==> src/rtl/lms_train_ctrl.sv <==
// Sequencing controller for a 3-tap LMS adaptive FIR: clears, fills and trains the
// filter, declares convergence from a windowed mean |err|, and re-trains on degradation.
module lms_train_ctrl #(
  parameter int                 NB_DATA   = 16,
  parameter int                 NB_CNT    = 12,
  parameter int                 TRAIN_LEN = 512,
  parameter int                 TIMEOUT   = 4000,
  parameter int                 WIN_LOG2  = 4,
  parameter logic [NB_DATA-1:0] ERR_THR   = 16'd328,
  parameter int                 NB_RETRY  = 8
) (
  input  logic                       i_clk,
  input  logic                       i_rst,
  input  logic                       i_start,
  input  logic                       i_stop,
  input  logic                       i_valid,
  input  logic signed [NB_DATA-1:0]  i_err,
  output logic                       o_smp_en,
  output logic                       o_adapt_en,
  output logic                       o_coef_clr,
  output logic                       o_converged,
  output logic                       o_timeout,
  output logic [2:0]                 o_state,
  output logic [NB_DATA-1:0]         o_err_avg,
  output logic [NB_RETRY-1:0]        o_retrain_cnt
);

  typedef enum logic [2:0] {
    S_IDLE  = 3'd0,
    S_CLEAR = 3'd1,
    S_FILL  = 3'd2,
    S_TRAIN = 3'd3,
    S_TRACK = 3'd4,
    S_FAULT = 3'd5
  } state_t;

  localparam int                NB_ACC      = NB_DATA + WIN_LOG2;
  localparam logic [NB_CNT-1:0] L_TRAIN_LEN = NB_CNT'(TRAIN_LEN);
  localparam logic [NB_CNT-1:0] L_TIMEOUT   = NB_CNT'(TIMEOUT);

  state_t                r_state;
  state_t                w_state_nxt;
  logic [1:0]            r_fill_cnt;
  logic [NB_CNT-1:0]     r_train_cnt;
  logic [NB_CNT-1:0]     w_train_inc;
  logic                  r_err_vld;
  logic [NB_ACC-1:0]     r_acc;
  logic [NB_ACC-1:0]     w_acc_sum;
  logic [WIN_LOG2-1:0]   r_win_cnt;
  logic [NB_DATA-1:0]    r_err_avg;
  logic                  r_timeout;
  logic [NB_RETRY-1:0]   r_retrain_cnt;
  logic [NB_DATA-1:0]    w_err_mag;
  logic [NB_DATA-1:0]    w_avg;
  logic                  w_smp;
  logic                  w_consume;
  logic                  w_win_done;
  logic                  w_change;
  logic                  w_start_ok;
  logic                  w_timeout_hit;
  logic                  w_converge;
  logic                  w_degrade;

  // |err| with the most negative code saturated so it stays representable
  always_comb begin
    if (i_err == {1'b1, {(NB_DATA-1){1'b0}}})
      w_err_mag = {1'b0, {(NB_DATA-1){1'b1}}};
    else if (i_err[NB_DATA-1])
      w_err_mag = -i_err;
    else
      w_err_mag = i_err;
  end

  assign w_smp         = i_valid & ((r_state == S_FILL) | (r_state == S_TRAIN) | (r_state == S_TRACK));
  assign w_consume     = r_err_vld & ((r_state == S_TRAIN) | (r_state == S_TRACK));
  assign w_acc_sum     = r_acc + {{WIN_LOG2{1'b0}}, w_err_mag};
  assign w_avg         = w_acc_sum[NB_ACC-1:WIN_LOG2];
  assign w_win_done    = w_consume & (&r_win_cnt);
  assign w_train_inc   = (&r_train_cnt) ? r_train_cnt : r_train_cnt + 1'b1;
  assign w_timeout_hit = w_smp & (r_state == S_TRAIN) & (w_train_inc >= L_TIMEOUT);
  assign w_converge    = w_win_done & (r_train_cnt >= L_TRAIN_LEN) & (w_avg < ERR_THR);
  assign w_degrade     = w_win_done & (w_avg >= ERR_THR);
  assign w_change      = (w_state_nxt != r_state);
  assign w_start_ok    = i_start & ~i_stop & ((r_state == S_IDLE) | (r_state == S_FAULT));

  always_ff @(posedge i_clk or posedge i_rst) begin
    if (i_rst) r_state <= S_IDLE;
    else       r_state <= w_state_nxt;
  end

  // Convergence is checked before timeout so it wins a same-cycle tie
  always_comb begin
    w_state_nxt = r_state;
    if (i_stop) begin
      w_state_nxt = S_IDLE;
    end else begin
      case (r_state)
        S_IDLE:  if (i_start) w_state_nxt = S_CLEAR;
        S_CLEAR: w_state_nxt = S_FILL;
        S_FILL:  if (w_smp && (r_fill_cnt == 2'd2)) w_state_nxt = S_TRAIN;
        S_TRAIN: begin
          if (w_converge)         w_state_nxt = S_TRACK;
          else if (w_timeout_hit) w_state_nxt = S_FAULT;
        end
        S_TRACK: if (w_degrade) w_state_nxt = S_TRAIN;
        S_FAULT: if (i_start) w_state_nxt = S_CLEAR;
        default: w_state_nxt = S_IDLE;
      endcase
    end
  end

  always_comb begin
    o_smp_en      = w_smp;
    o_adapt_en    = (r_state == S_TRAIN);
    o_coef_clr    = (r_state == S_CLEAR);
    o_converged   = (r_state == S_TRACK);
    o_state       = r_state;
    o_timeout     = r_timeout;
    o_err_avg     = r_err_avg;
    o_retrain_cnt = r_retrain_cnt;
  end

  // An error belongs to the state that accepted its sample; a state change drops it
  always_ff @(posedge i_clk or posedge i_rst) begin
    if (i_rst) begin
      r_err_vld     <= 1'b0;
      r_fill_cnt    <= '0;
      r_train_cnt   <= '0;
      r_acc         <= '0;
      r_win_cnt     <= '0;
      r_err_avg     <= '0;
      r_timeout     <= 1'b0;
      r_retrain_cnt <= '0;
    end else begin
      r_err_vld <= w_smp & ~w_change;

      if (w_change || i_stop) begin
        r_fill_cnt  <= '0;
        r_train_cnt <= '0;
      end else begin
        if ((r_state == S_FILL) && w_smp)  r_fill_cnt  <= r_fill_cnt + 2'd1;
        if ((r_state == S_TRAIN) && w_smp) r_train_cnt <= w_train_inc;
      end

      if (w_change || i_stop || w_win_done) begin
        r_acc     <= '0;
        r_win_cnt <= '0;
      end else if (w_consume) begin
        r_acc     <= w_acc_sum;
        r_win_cnt <= r_win_cnt + 1'b1;
      end

      if (w_win_done && !i_stop) r_err_avg <= w_avg;

      if (w_start_ok) begin
        r_timeout     <= 1'b0;
        r_retrain_cnt <= '0;
      end else begin
        if ((r_state == S_TRAIN) && (w_state_nxt == S_FAULT)) r_timeout <= 1'b1;
        if ((r_state == S_TRACK) && (w_state_nxt == S_TRAIN) && !(&r_retrain_cnt))
          r_retrain_cnt <= r_retrain_cnt + 1'b1;
      end
    end
  end

endmodule

==> config.mk <==
export PLATFORM = sky130hd
export DESIGN_NAME = lms_train_ctrl
export DESIGN_NICKNAME = d
export VERILOG_FILES = /design/src/rtl/lms_train_ctrl.sv
export SDC_FILE = /design/constraint.sdc
export NUM_CORES = 1
export LEC_CHECK = 0
export BUFFER_PORTS_ARGS = -buffer_cell sky130_fd_sc_hd__clkbuf_2
export CAP_MARGIN = 5
export CORE_ASPECT_RATIO = 0.5
export CORE_MARGIN = 4
export CORE_UTILIZATION = 50
export CTS_CLUSTER_DIAMETER = 80
export DETAILED_ROUTE_END_ITERATION = 8
export PLACE_DENSITY = 0.69
export SYNTH_ARGS = -nofsm -noshare
export SYNTH_HDL_FRONTEND = slang
export SYNTH_SLANG_ARGS = --single-unit
==> constraint.sdc <==
create_clock -name i_clk -period 4.1 [get_ports i_clk]
set_input_delay 0.205 -clock i_clk [delete_from_list [all_inputs] [get_ports i_clk]]
set_output_delay 0.205 -clock i_clk [all_outputs]
set_load 0.01 [all_outputs]
==> summary.md, run 1 <==
| Metric | Value |
|---|---|
| Run status | finished with violations |
| Final Setup Violations | 48 |
| Initial antenna violation count | 0 |
| Number of cells in the finished layout apart from fillers | 906 |
| I/O pin count | 53 |
| DRC violation count after routing | 0 |
| Floorplan row count | 25 |
| Syn. warnings | 0 |
| Maximum vdd drop | 0.000243 V |
| Accumulated negative setup slack | -11.47 ns |
| Filler Cells Inserted | 600 |
| Max cap viols | 0 |
| TritonCTS clock tree | done |
| Clock network latency to the later pin of the worst-skew pair | 0.34 ns |
| Wire length per cell | 19.0 µm |
| Die Outline Area | 0.0119 mm² |
| Share of async-settable or async-resettable flops after synthesis | 100% |
| Share of the cycle needed by the critical path after routing | 108% |
| Number of clock sinks seen by CTS | 67 |
| Mapped Avg Cell Area | 8.24 µm² |
| Detail Placement HPWL | 10.5 mm |
| Synth area leader | sky130_fd_sc_hd__dfrtp_1 |
| Top layer reached by signal wires | met4 |
| H-Tree Depth | 3 |
| CTS max path bufs | 2 |
| Worst-path maximum fanout | 8 |
| Max-slew violation total from the final report | 0 |
| Die span in x | 150 µm |
| First-pass GRT wire length | 25.6 mm |
| Routed length on met3 | 977 µm |
| Core ar. | 0.00967 mm² |
| GPL Wtd Cong | 0.929 |
| Total met2 wirelength after detailed routing | 8.29 mm |
| Remaining number of nets flagged by the antenna check after routing | 0 |
| Placed Cells | 868 |
| Diode insertion count for antenna repair | 0 |
| Number of CTS-inserted buffers | 9 |
| Layout area overhead | 48.4% |
| CTS clk-pin slew, worst paths | 0.06 ns |
| Setup Crit Path Kind | input pin to flip-flop |
| Initial drt markers | 440 |
| Number of synthesized register bits | 67 |
| Share of Yosys cell area claimed by the top area cell type | 33.1% |
| Number of hold-slack violations in the final timing report | 0 |
| Net count after synthesis | 661 |
| Post-layout worst setup margin | -0.346 ns |
| Type of the most critical hold path | input pin to asynchronous set/reset pin |
| Final critical-path required period | 4.45 ns |
| Number of enable-type register cells in the synthesized netlist | 0 |
| Net count, final | 812 |
| Per-cell via count in the routed design | 6.02 |
| Dominant synthesized flop cell | sky130_fd_sc_hd__dfrtp_1 |
| Number of standard cells after synthesis | 615 |
| Routed length on met1 | 7.65 mm |
| Fraction of the core area covered by cells at the end of the flow | 77.8% |
| Data arrival, critical path | 4.67 ns |
| Unrepaired setup endpoints after global routing | true |
| CTS root buf | sky130_fd_sc_hd__clkbuf_16 |
| Number of buffers added to fix hold violations after cts | 0 |
| GRT Total Usage | 26.8% |
| Layout cells sized above 1 | 40.3% |
| Vias in the first global route | 5159 |
| Violations in the final reports | setup timing |
| Die height | 79.2 µm |
| Seq/Total Area, Yosys | 33.1% |
| # port buffers | 52 |
| CP endpoint kind | flip-flop |
| Transition at the pin with the smallest max-transition slack | 1.07 ns |
| Total detailed-routing wirelength | 17.2 mm |
| Max-slew headroom at the worst pin | 28.9% |
| Worst Clk Skew | 0.00625 ns |
| Post-synthesis cell area | 0.00506 mm² |
| Endpoint required time on the critical path | 4.33 ns |
| Total Power | 2.13 mW |
| Power density relative to cell area | 284 mW/mm² |
| Top cells by area in the synthesized netlist | sky130_fd_sc_hd__dfrtp_1 33%, sky130_fd_sc_hd__nand2_1 7.0%, sky130_fd_sc_hd__ha_1 5.9% |
| Initial Util | 52.4% |
| Largest net degree at the start of global routing | 50 |
| Total iterations of the first detailed-routing run | 7 |
| Achievable Freq | 0.225 GHz |
| Critical Path Source Type | input pin |
| Number of unique standard cell types used by synthesis | 62 |
| Worst-case setup slack after placement | -0.753 ns |
| LEAKAGE | 3.15 nW |
| Most common cell after layout, fill and taps aside | sky130_fd_sc_hd__buf_4 |
| Top library cells by usage in the layout, fill and taps aside | 102 x sky130_fd_sc_hd__buf_4, 87 x sky130_fd_sc_hd__nand2_1, 67 x sky130_fd_sc_hd__dfrtp_1, 50 x sky130_fd_sc_hd__clkbuf_2, 47 x sky130_fd_sc_hd__nor2_1 |
| Sum of overflow across all layers after global routing | 0 |
| Vias after detailed routing | 5456 |
## registers in the layout, indices dropped and copies added, names as in the netlist
name,flops
r_win_cnt,4
r_fill_cnt,2
o_retrain_cnt,8
o_state,3
r_err_vld,1
o_err_avg,16
r_acc,20
r_train_cnt,12
o_timeout,1
## synth_stat cells (all sizes together), types with 2 or more instances
cell type,instances
a211o,4
a211oi,4
a21boi,3
a21o,8
a21oi,42
and2,3
and3,9
and4,2
buf,16
clkbuf,21
dfrtp,67
ha,24
inv,18
mux2i,13
nand2,95
nand2b,7
nand3,23
nand4,13
nor2,49
nor2b,3
nor3,16
nor3b,3
nor4,34
o211ai,7
o21a,6
o21ai,47
o311ai,3
o31ai,8
o41ai,2
or2,2
or3,4
or3b,3
or4,6
xnor2,13
xor2,22
## layout make-up
| type | count | area (µm²) | share of cell area [%] |
|---|---|---|---|
| multi-input cells | 493 | 3890 | 51.7 |
| flip-flops and latches | 67 | 1680 | 22.3 |
| clock inverters | 7 | 77.6 | 1.03 |
| well taps | 135 | 169 | 2.25 |
| repair buffers | 177 | 1410 | 18.8 |
| clock buffers | 9 | 225 | 3.00 |
| inverters | 18 | 67.6 | 0.899 |
## worst max-delay path: stages
cell	delay, ns
sky130_fd_sc_hd__clkbuf_2	0.11
sky130_fd_sc_hd__nor4_4	0.29
sky130_fd_sc_hd__nand3_2	0.13
sky130_fd_sc_hd__buf_4	0.15
sky130_fd_sc_hd__buf_4	0.12
sky130_fd_sc_hd__nand2_1	0.12
sky130_fd_sc_hd__xor2_1	0.29
sky130_fd_sc_hd__nand2_1	0.16
sky130_fd_sc_hd__ha_4	0.19
sky130_fd_sc_hd__buf_4	0.14
sky130_fd_sc_hd__a211o_1	0.27
sky130_fd_sc_hd__a21oi_2	0.19
sky130_fd_sc_hd__o21ai_1	0.10
sky130_fd_sc_hd__a22oi_2	0.23
sky130_fd_sc_hd__xor2_1	0.27
sky130_fd_sc_hd__nand2_1	0.13
sky130_fd_sc_hd__or4_4	0.60
sky130_fd_sc_hd__buf_12	0.16
sky130_fd_sc_hd__o311a_4	0.36
sky130_fd_sc_hd__buf_12	0.17
sky130_fd_sc_hd__nor4_4	0.27
## cells by family after synthesis
group	synth area share, %
and+or+nand+nor	29.1
AOI/OAI and AO/OA	18.1
DFF	33.1
buffers and inverters	4.74
xor gates and xnor gates	6.05
adders and majority gates	6.32
muxes	2.57
## what timing repair did
item / in CTS / in global routing
buffers inserted: 14 / 5
setup endpoints to repair: 48 / 49
gates resized for setup: 81 / 61
cloned: 3 / 2
pin swaps: 30 / 22
## metrics by stage
| stage | hold WS, ns | area (µm²) |
|---|---|---|
| after global placement | 0.457 | 6190 |
| after global routing | 0.216 | 7520 |
| after detailed placement | 0.463 | 6190 |
| final | 0.104 | 7520 |
| after CTS | 0.132 | 7130 |
| after floorplan | 0.422 | 5160 |
## power by group
group | internal [mW] | total, mW | switching [mW] | leakage [nW]
combinational | 0.293 | 0.643 | 0.351 | 2.10
clock | 0.474 | 0.793 | 0.319 | 0.134
sequential | 0.677 | 0.696 | 0.0198 | 0.918
total | 1.44 | 2.13 | 0.689 | 3.15
## path summary, 6_finish.rpt
check / from / slack [ns] / end / depth (start not counted)
max reg2reg: r_acc[0] / 0.17 / r_acc[16] / 14
min reg2reg: o_err_avg[0] / 0.48 / o_err_avg[0] / 2
min: i_rst / 0.10 / o_retrain_cnt[3] / 2
max: i_err[7] / -0.35 / r_acc[16] / 21
max in group asynchronous: i_rst / 3.13 / r_acc[0] / 3
min in group i_clk: i_valid / 0.31 / r_err_vld / 3
## per-layer routing
| metal | GRT usage (%) | vias up |
|---|---|---|
| met5 | 0 | - |
| met4 | 4.29 | 0 |
| met3 | 5.64 | 30 |
| met2 | 45.0 | 205 |
| met1 | 36.4 | 2687 |
| li1 | - | 2534 |
No activity file was read; power rests on OpenSTA's default activity.
==> run 2: changes to the inputs <==
==> config.mk (replaced) <==
export PLATFORM = sky130hd
export DESIGN_NAME = lms_train_ctrl
export DESIGN_NICKNAME = d
export VERILOG_FILES = /design/src/rtl/lms_train_ctrl.sv
export SDC_FILE = /design/constraint.sdc
export NUM_CORES = 1
export LEC_CHECK = 0
export CAP_MARGIN = 5
export CORE_ASPECT_RATIO = 0.5
export CORE_MARGIN = 4
export CORE_UTILIZATION = 50
export CTS_CLUSTER_DIAMETER = 80
export DETAILED_ROUTE_END_ITERATION = 8
export DONT_BUFFER_PORTS = 1
export GPL_TIMING_DRIVEN = 0
export PLACE_DENSITY_LB_ADDON = 0.12
export SYNTH_ARGS = -nofsm -noshare
export SYNTH_HDL_FRONTEND = slang
export SYNTH_SLANG_ARGS = --single-unit
==> summary.md, run 2 (synthesis results as in run 1) <==
| Metric | Value |
|---|---|
| Worst Clk Skew | 0.00753 ns (+0.00128 ns) |
| Run status | finished with violations |
| Critical Path Source Type | input pin |
| Max-slew violation total from the final report | 0 (unchanged) |
| Max cap viols | 0 (unchanged) |
| CTS clk-pin slew, worst paths | 0.05 ns (about the same) |
| Achievable Freq | 0.227 GHz (+1.1%) |
| Power density relative to cell area | 299 mW/mm² (+5.5%) |
| CP endpoint kind | flip-flop |
| Vias after detailed routing | 4799 (-12%) |
| Layout cells sized above 1 | 24.0% (-16 points) |
| Per-cell via count in the routed design | 5.99 (-0.51%) |
| Critical Path Most Common Cell | sky130_fd_sc_hd__nand3_1 |
| H-Tree Depth | 3 (unchanged) |
| Type of the most critical hold path | input pin to flip-flop |
| Core ar. | 0.00967 mm² (unchanged) |
| CP max stage cell | sky130_fd_sc_hd__or4_4 |
| GPL Wtd Cong | 0.920 (-0.99%) |
| Register with the highest flop count | r_acc |
| Initial Util | 52.4% (unchanged) |
| I/O pin count | 53 (unchanged) |
| Violations in the final reports | setup timing |
| GRT Total Usage | 24.2% (-2.6 points) |
| Layout area overhead | 28.5% |
| Final Setup Violations | 48 (unchanged) |
| CTS max path bufs | 2 (unchanged) |
| Wire length per cell | 18.1 µm (-4.7%) |
| Maximum single-stage delay on the critical path | 0.45 ns (-0.15 ns) |
| Endpoint required time on the critical path | 4.34 ns (about the same) |
| First-pass GRT wire length | 22.8 mm (-11%) |
| Top library cells by usage in the layout, fill and taps aside | 91 x sky130_fd_sc_hd__nand2_1, 67 x sky130_fd_sc_hd__dfrtp_1, 49 x sky130_fd_sc_hd__nor2_1, 34 x sky130_fd_sc_hd__o21ai_0, 30 x sky130_fd_sc_hd__a21oi_1 |
| Die height | 79.2 µm (unchanged) |
| Number of hold-slack violations in the final timing report | 0 (unchanged) |
| Remaining number of nets flagged by the antenna check after routing | 0 (unchanged) |
| Share of the cycle needed by the critical path after routing | 107% (-1.2 points) |
| Fraction of the core area covered by cells at the end of the flow | 67.3% (-10 points) |
| Initial antenna violation count | 0 (unchanged) |
| Series of cell instances along the critical path | nor4_4 > nand3_1 > nor4_1 > nand3_1 > buf_4 > nand2_2 > ha_4 > a211oi_4 > o211ai_1 > a21o_1 > a211oi_2 > xor2_1 > o311ai_4 > or4_4 > buf_6 > o311a_4 > buf_8 > nor4_2 |
| Vias in the first global route | 4501 (-13%) |
| Initial drt markers | 338 (-23%) |
| Maximum vdd drop | 0.000227 V (-6.5%) |
| Largest net degree at the start of global routing | 68 (+36%) |
| Data arrival, critical path | 4.63 ns (-0.04 ns) |
| Sum of overflow across all layers after global routing | 0 (unchanged) |
| LEAKAGE | 2.57 nW (-18%) |
| Transition at the pin with the smallest max-transition slack | 1.09 ns (+0.0189 ns) |
| Max-slew headroom at the worst pin | 27.6% (-1.3 points) |
| Worst-case setup slack after placement | -1.25 ns (-0.499 ns) |
| Die span in x | 150 µm (unchanged) |
| Number of CTS-inserted buffers | 9 (unchanged) |
| Most common cell after layout, fill and taps aside | sky130_fd_sc_hd__nand2_1 |
| Unrepaired setup endpoints after global routing | true |
| Final critical-path required period | 4.40 ns (-0.0501 ns) |
| Net count, final | 707 (-13%) |
| Floorplan row count | 25 (unchanged) |
| Detail Placement HPWL | 9.63 mm (-7.9%) |
| # port buffers | 0 (-100%) |
| TritonCTS clock tree | done |
| Die Outline Area | 0.0119 mm² (unchanged) |
| Number of flip-flops under the largest register name | 20 (unchanged) |
| Total iterations of the first detailed-routing run | 5 (-2) |
| Clock network latency to the later pin of the worst-skew pair | 0.34 ns (about the same) |
| Diode insertion count for antenna repair | 0 (unchanged) |
| Setup Crit Path Kind | input pin to flip-flop |
| Filler Cells Inserted | 739 (+23%) |
| CTS root buf | sky130_fd_sc_hd__clkbuf_16 |
| DRC violation count after routing | 0 (unchanged) |
| Number of clock sinks seen by CTS | 67 (unchanged) |
| Total detailed-routing wirelength | 14.5 mm (-16%) |
| Post-layout worst setup margin | -0.296 ns (+0.0501 ns) |
| Worst-path maximum fanout | 10 (+2) |
[run 2: repair_timing]
action                                  4_1_cts  5_1_grt
endpoints found under the setup margin       51       48
hold buffers                                  1        0
cloned                                        3        3
pin swaps                                    19       37
gates resized for setup                      37       82
buffers inserted                             10       19
hold endpoints to repair                     67        0
[run 2: final timing paths]
path,start,endpoint,slack [ns],depth (start not counted)
max reg2reg,o_state[0],r_train_cnt[4],0.10,14
max,i_err[2],r_acc[4],-0.30,18
min,i_stop,o_state[2],0.13,2
min reg2reg,o_err_avg[0],o_err_avg[0],0.55,2
max in group asynchronous,i_rst,r_acc[8],3.02,2
min in group asynchronous,i_rst,o_timeout,0.53,2
[run 2: through the flow]
step / hold slack [ns] / total power [mW] / cells / instance area (µm²) / TNS (ns)
floorplan: 0.422 / 0.964 / 615 / 5160 / -3.94
global placement: 0.451 / 1.04 / 750 / 5330 / -57.98
detailed placement: 0.316 / 1.05 / 750 / 5330 / -58.32
CTS: 0.0991 / 1.86 / 780 / 5910 / -4.49
global route: 0.129 / 2.03 / 801 / 6510 / -19.76
finish: 0.127 / 1.95 / 801 / 6510 / -10.91
[run 2: where the power goes]
| part | switching [mW] | internal [mW] | leakage (nW) |
|---|---|---|---|
| registers | 0.0168 | 0.677 | 0.918 |
| clock network | 0.296 | 0.469 | 0.143 |
| logic | 0.308 | 0.181 | 1.51 |
| total | 0.621 | 1.33 | 2.57 |
[run 2: layer usage]
| layer | GRT usage [%] | routed length [µm] | up-vias |
|---|---|---|---|
| met5 | 0 | 0 | - |
| met4 | 5.02 | 126 | 0 |
| met3 | 6.78 | 993 | 16 |
| met2 | 38.6 | 6510 | 151 |
| met1 | 33.0 | 6870 | 2310 |
| li1 | - | - | 2322 |
[run 2: worst max-delay path: cells and delay by family]
kind / cells / cell delay (ns)
adders and majority gates: 1 / 0.22
xor gates and xnor gates: 1 / 0.30
and+or+nand+nor: 7 / 1.84
buffers and inverters: 3 / 0.55
AOI/OAI and AO/OA: 6 / 1.49
[run 2: final cells by class]
class / instances / area (µm²) / area share, %
multi-input combinational: 493 / 3710 / 57.0
tap: 135 / 169 / 2.60
buffer: 36 / 273 / 4.19
inverter: 18 / 70.1 / 1.08
sequential: 67 / 1680 / 25.8
clock inverter: 5 / 53.8 / 0.827
clock buffer: 11 / 233 / 3.58
timing repair buffer: 36 / 323 / 4.96
==> run 3: changes to the inputs <==
==> constraint.sdc (replaced) <==
create_clock -name i_clk -period 5.5 [get_ports i_clk]
set_input_delay 0.275 -clock i_clk [delete_from_list [all_inputs] [get_ports i_clk]]
set_output_delay 0.275 -clock i_clk [all_outputs]
set_load 0.01 [all_outputs]
==> summary.md, run 3 (synthesis results as in run 1) <==
| Metric | Value |
|---|---|
| Per-cell via count in the routed design | 6.00 (+0.15%) |
| DRC violation count after routing | 0 (unchanged) |
| Die span in x | 150 µm (unchanged) |
| Grt met1 use | 33.3% (+0.39 points) |
| Reg-to-Reg End | r_train_cnt[11] |
| Type of the most critical hold path | input pin to asynchronous set/reset pin |
| Transition at the pin with the smallest max-transition slack | 0.851 ns (-0.235 ns) |
| Maximum vdd drop | 0.000155 V (-32%) |
| Number of CTS-inserted buffers | 9 (unchanged) |
| CTS clk-pin slew, worst paths | 0.06 ns (about the same) |
| H-Tree Depth | 3 (unchanged) |
| Violations in the final reports | hold timing |
| Achievable Freq | 0.199 GHz |
| I/O pin count | 53 (unchanged) |
| Number of flip-flops under the largest register name | 20 (unchanged) |
| Post-cts repair resize count | 0 (-100%) |
| Wire length per cell | 17.1 µm (-5.6%) |
| Worst Clk Skew | 0.00830 ns (+0.000774 ns) |
| Share of the cycle needed by the critical path after routing | 91.3% |
| Total Power | 1.34 mW (-31%) |
| Die height | 79.2 µm (unchanged) |
| Largest net degree at the start of global routing | 68 (unchanged) |
| Remaining number of nets flagged by the antenna check after routing | 0 (unchanged) |
| Global-route met3 utilization | 5.64% (-1.1 points) |
| Diode insertion count for antenna repair | 0 (unchanged) |
| Series of cell instances along the critical path | nor4_2 > nand3_1 > nor4_1 > nand3_1 > nand2_1 > ha_1 > inv_1 > fa_1 > nand2b_1 > a21oi_2 > o21ai_1 > nand4_1 > and4_1 > or3b_1 > or4_1 > buf_2 > o21ai_0 > o311a_1 > buf_2 > buf_6 > nor4_4 |
| LEAKAGE | 2.29 nW (-11%) |
| Initial drt markers | 238 (-30%) |
| Core ar. | 0.00967 mm² (unchanged) |
| Worst R2R Start | r_acc[0] |
| Global routing met2 resource utilization | 35.4% (-3.3 points) |
| Worst reg-to-reg path cell count | 16 (+2) |
| Max-slew headroom at the worst pin | 43.3% (+16 points) |
| Initial antenna violation count | 0 (unchanged) |
| R2r setup slk | 1.23 ns (+1.13 ns) |
| Clock network latency to the later pin of the worst-skew pair | 0.34 ns (about the same) |
| Worst-path maximum fanout | 10 (unchanged) |
| Power density relative to cell area | 242 mW/mm² (-19%) |
| Worst-case setup slack after placement | -0.187 ns (+1.06 ns) |
| Initial Util | 52.4% (unchanged) |
| Final critical-path required period | 5.02 ns |
| Post-layout worst setup margin | 0.477 ns (+0.773 ns) |
| Floorplan row count | 25 (unchanged) |
| Layout cells sized above 1 | 10.1% (-14 points) |
| Top library cells by usage in the layout, fill and taps aside | 95 x sky130_fd_sc_hd__nand2_1, 67 x sky130_fd_sc_hd__dfrtp_1, 49 x sky130_fd_sc_hd__nor2_1, 42 x sky130_fd_sc_hd__o21ai_0, 38 x sky130_fd_sc_hd__a21oi_1 |
| First-pass GRT wire length | 21.9 mm (-4.0%) |
| CP max stage cell | sky130_fd_sc_hd__or4_1 |
| CTS max path bufs | 2 (unchanged) |
| Post-Route Hold Slack | -0.0148 ns (-0.142 ns) |
| Register with the highest flop count | r_acc |
| Endpoint required time on the critical path | 5.68 ns (+1.34 ns) |
| Final Setup Violations | 0 (-100%) |
| Die Outline Area | 0.0119 mm² (unchanged) |
| Run status | finished with violations |
| Data arrival, critical path | 5.20 ns (+0.57 ns) |
| Placed Cells | 750 (unchanged) |
| GRT Total Usage | 23.2% (-0.98 points) |
| CP endpoint kind | flip-flop |
| Vias after detailed routing | 4596 (-4.2%) |
| Number of hold-slack violations in the final timing report | 19 (+19) |
| TritonCTS clock tree | done |
| Number of buffers added to fix hold violations after cts | 0 (-1) |
| Setup Crit Path Kind | input pin to flip-flop |
| Total detailed-routing wirelength | 13.1 mm (-9.7%) |
| Layout area overhead | 9.34% |
| Maximum single-stage delay on the critical path | 0.50 ns (+0.05 ns) |
| Busiest grt layer | met2 |
| Max-slew violation total from the final report | 0 (unchanged) |
| Most common cell after layout, fill and taps aside | sky130_fd_sc_hd__nand2_1 |
| Total iterations of the first detailed-routing run | 5 (unchanged) |
| Number of cells in the finished layout apart from fillers | 766 (-4.4%) |
| Critical Path Source Type | input pin |
| Filler Cells Inserted | 908 (+23%) |
| GPL Wtd Cong | 0.941 (+2.3%) |
| Setup Buffers After CTS | 0 (-10) |
| CTS root buf | sky130_fd_sc_hd__clkbuf_16 |
| Vias in the first global route | 4273 (-5.1%) |
| Detail Placement HPWL | 9.60 mm (-0.32%) |
| Unrepaired setup endpoints after global routing | false |
| Number of clock sinks seen by CTS | 67 (unchanged) |
| Net count, final | 672 (-5.0%) |
| Max cap viols | 0 (unchanged) |
| # port buffers | 0 (unchanged) |
| Sum of overflow across all layers after global routing | 0 (unchanged) |
run 3: changes by cell type in the layout (fill, tap and decap cells not counted), moves of 5 or more:
cell	before	now
sky130_fd_sc_hd__buf_4	26	1
sky130_fd_sc_hd__nor4_1	6	22
sky130_fd_sc_hd__nor4_4	14	1
sky130_fd_sc_hd__buf_6	13	2
sky130_fd_sc_hd__a21oi_1	30	38
sky130_fd_sc_hd__ha_1	16	24
sky130_fd_sc_hd__o21ai_0	34	42
sky130_fd_sc_hd__buf_2	4	11
sky130_fd_sc_hd__ha_4	7	0
sky130_fd_sc_hd__a21oi_2	10	4
sky130_fd_sc_hd__o21ai_2	5	0
run 3: worst max-delay path by stage:
stage / end / cells past startpoint / slack [ns] / from
after floorplan: r_train_cnt[11] / 21 / 0.89 / i_err[4]
after global placement: r_train_cnt[11] / 21 / -0.15 / i_err[4]
after detailed placement: r_fill_cnt[0] / 20 / -0.19 / i_err[4]
after CTS: r_fill_cnt[0] / 20 / 0.15 / i_err[4]
after global routing: r_train_cnt[6] / 20 / 0.13 / i_err[4]
final: r_train_cnt[11] / 21 / 0.48 / i_err[4]
run 3: stage by stage:
step	hold slack (ns)	utilization [%]	setup TNS, ns	cell area, µm²
CTS	0.0273	57.2	0	5530
global placement	0.519	54.1	-2.84	5230
global route	0.0806	57.3	0	5540
detailed placement	0.383	54.2	-3.84	5240
finish	-0.0148	57.3	0	5540
floorplan	0.492	-	0	5060
run 3: worst max-delay path, delay by kind of cell:
family	cells	cell delay [ns]
buffers and inverters	4	0.73
AND/OR/NAND/NOR	11	2.68
adder cells (fa/ha/maj)	2	0.63
AO/OA/AOI/OAI	4	0.89
run 3: layer usage:
layer  vias up  share of wire [%]  wire length, µm
met5         -                  0                0
met4         0               0.99              129
met2       141                 43             5650
met3        15                7.4              966
met1      2188                 48             6350
li1       2252                  -                -
run 3: final cells by class:
cell class	instances	area, µm²	share of cell area (%)
multi-input cells	493	3150	57.0
flip-flops and latches	67	1680	30.3
clock inverters	5	52.6	0.949
inverters	18	70.1	1.27
clock buffers	11	243	4.38
well taps	135	169	3.05
plain buffers	37	173	3.12
run 3: power breakdown:
part / internal [mW] / switching [mW]
clock network: 0.361 / 0.220
registers: 0.505 / 0.0128
logic: 0.0709 / 0.172
total: 0.937 / 0.404
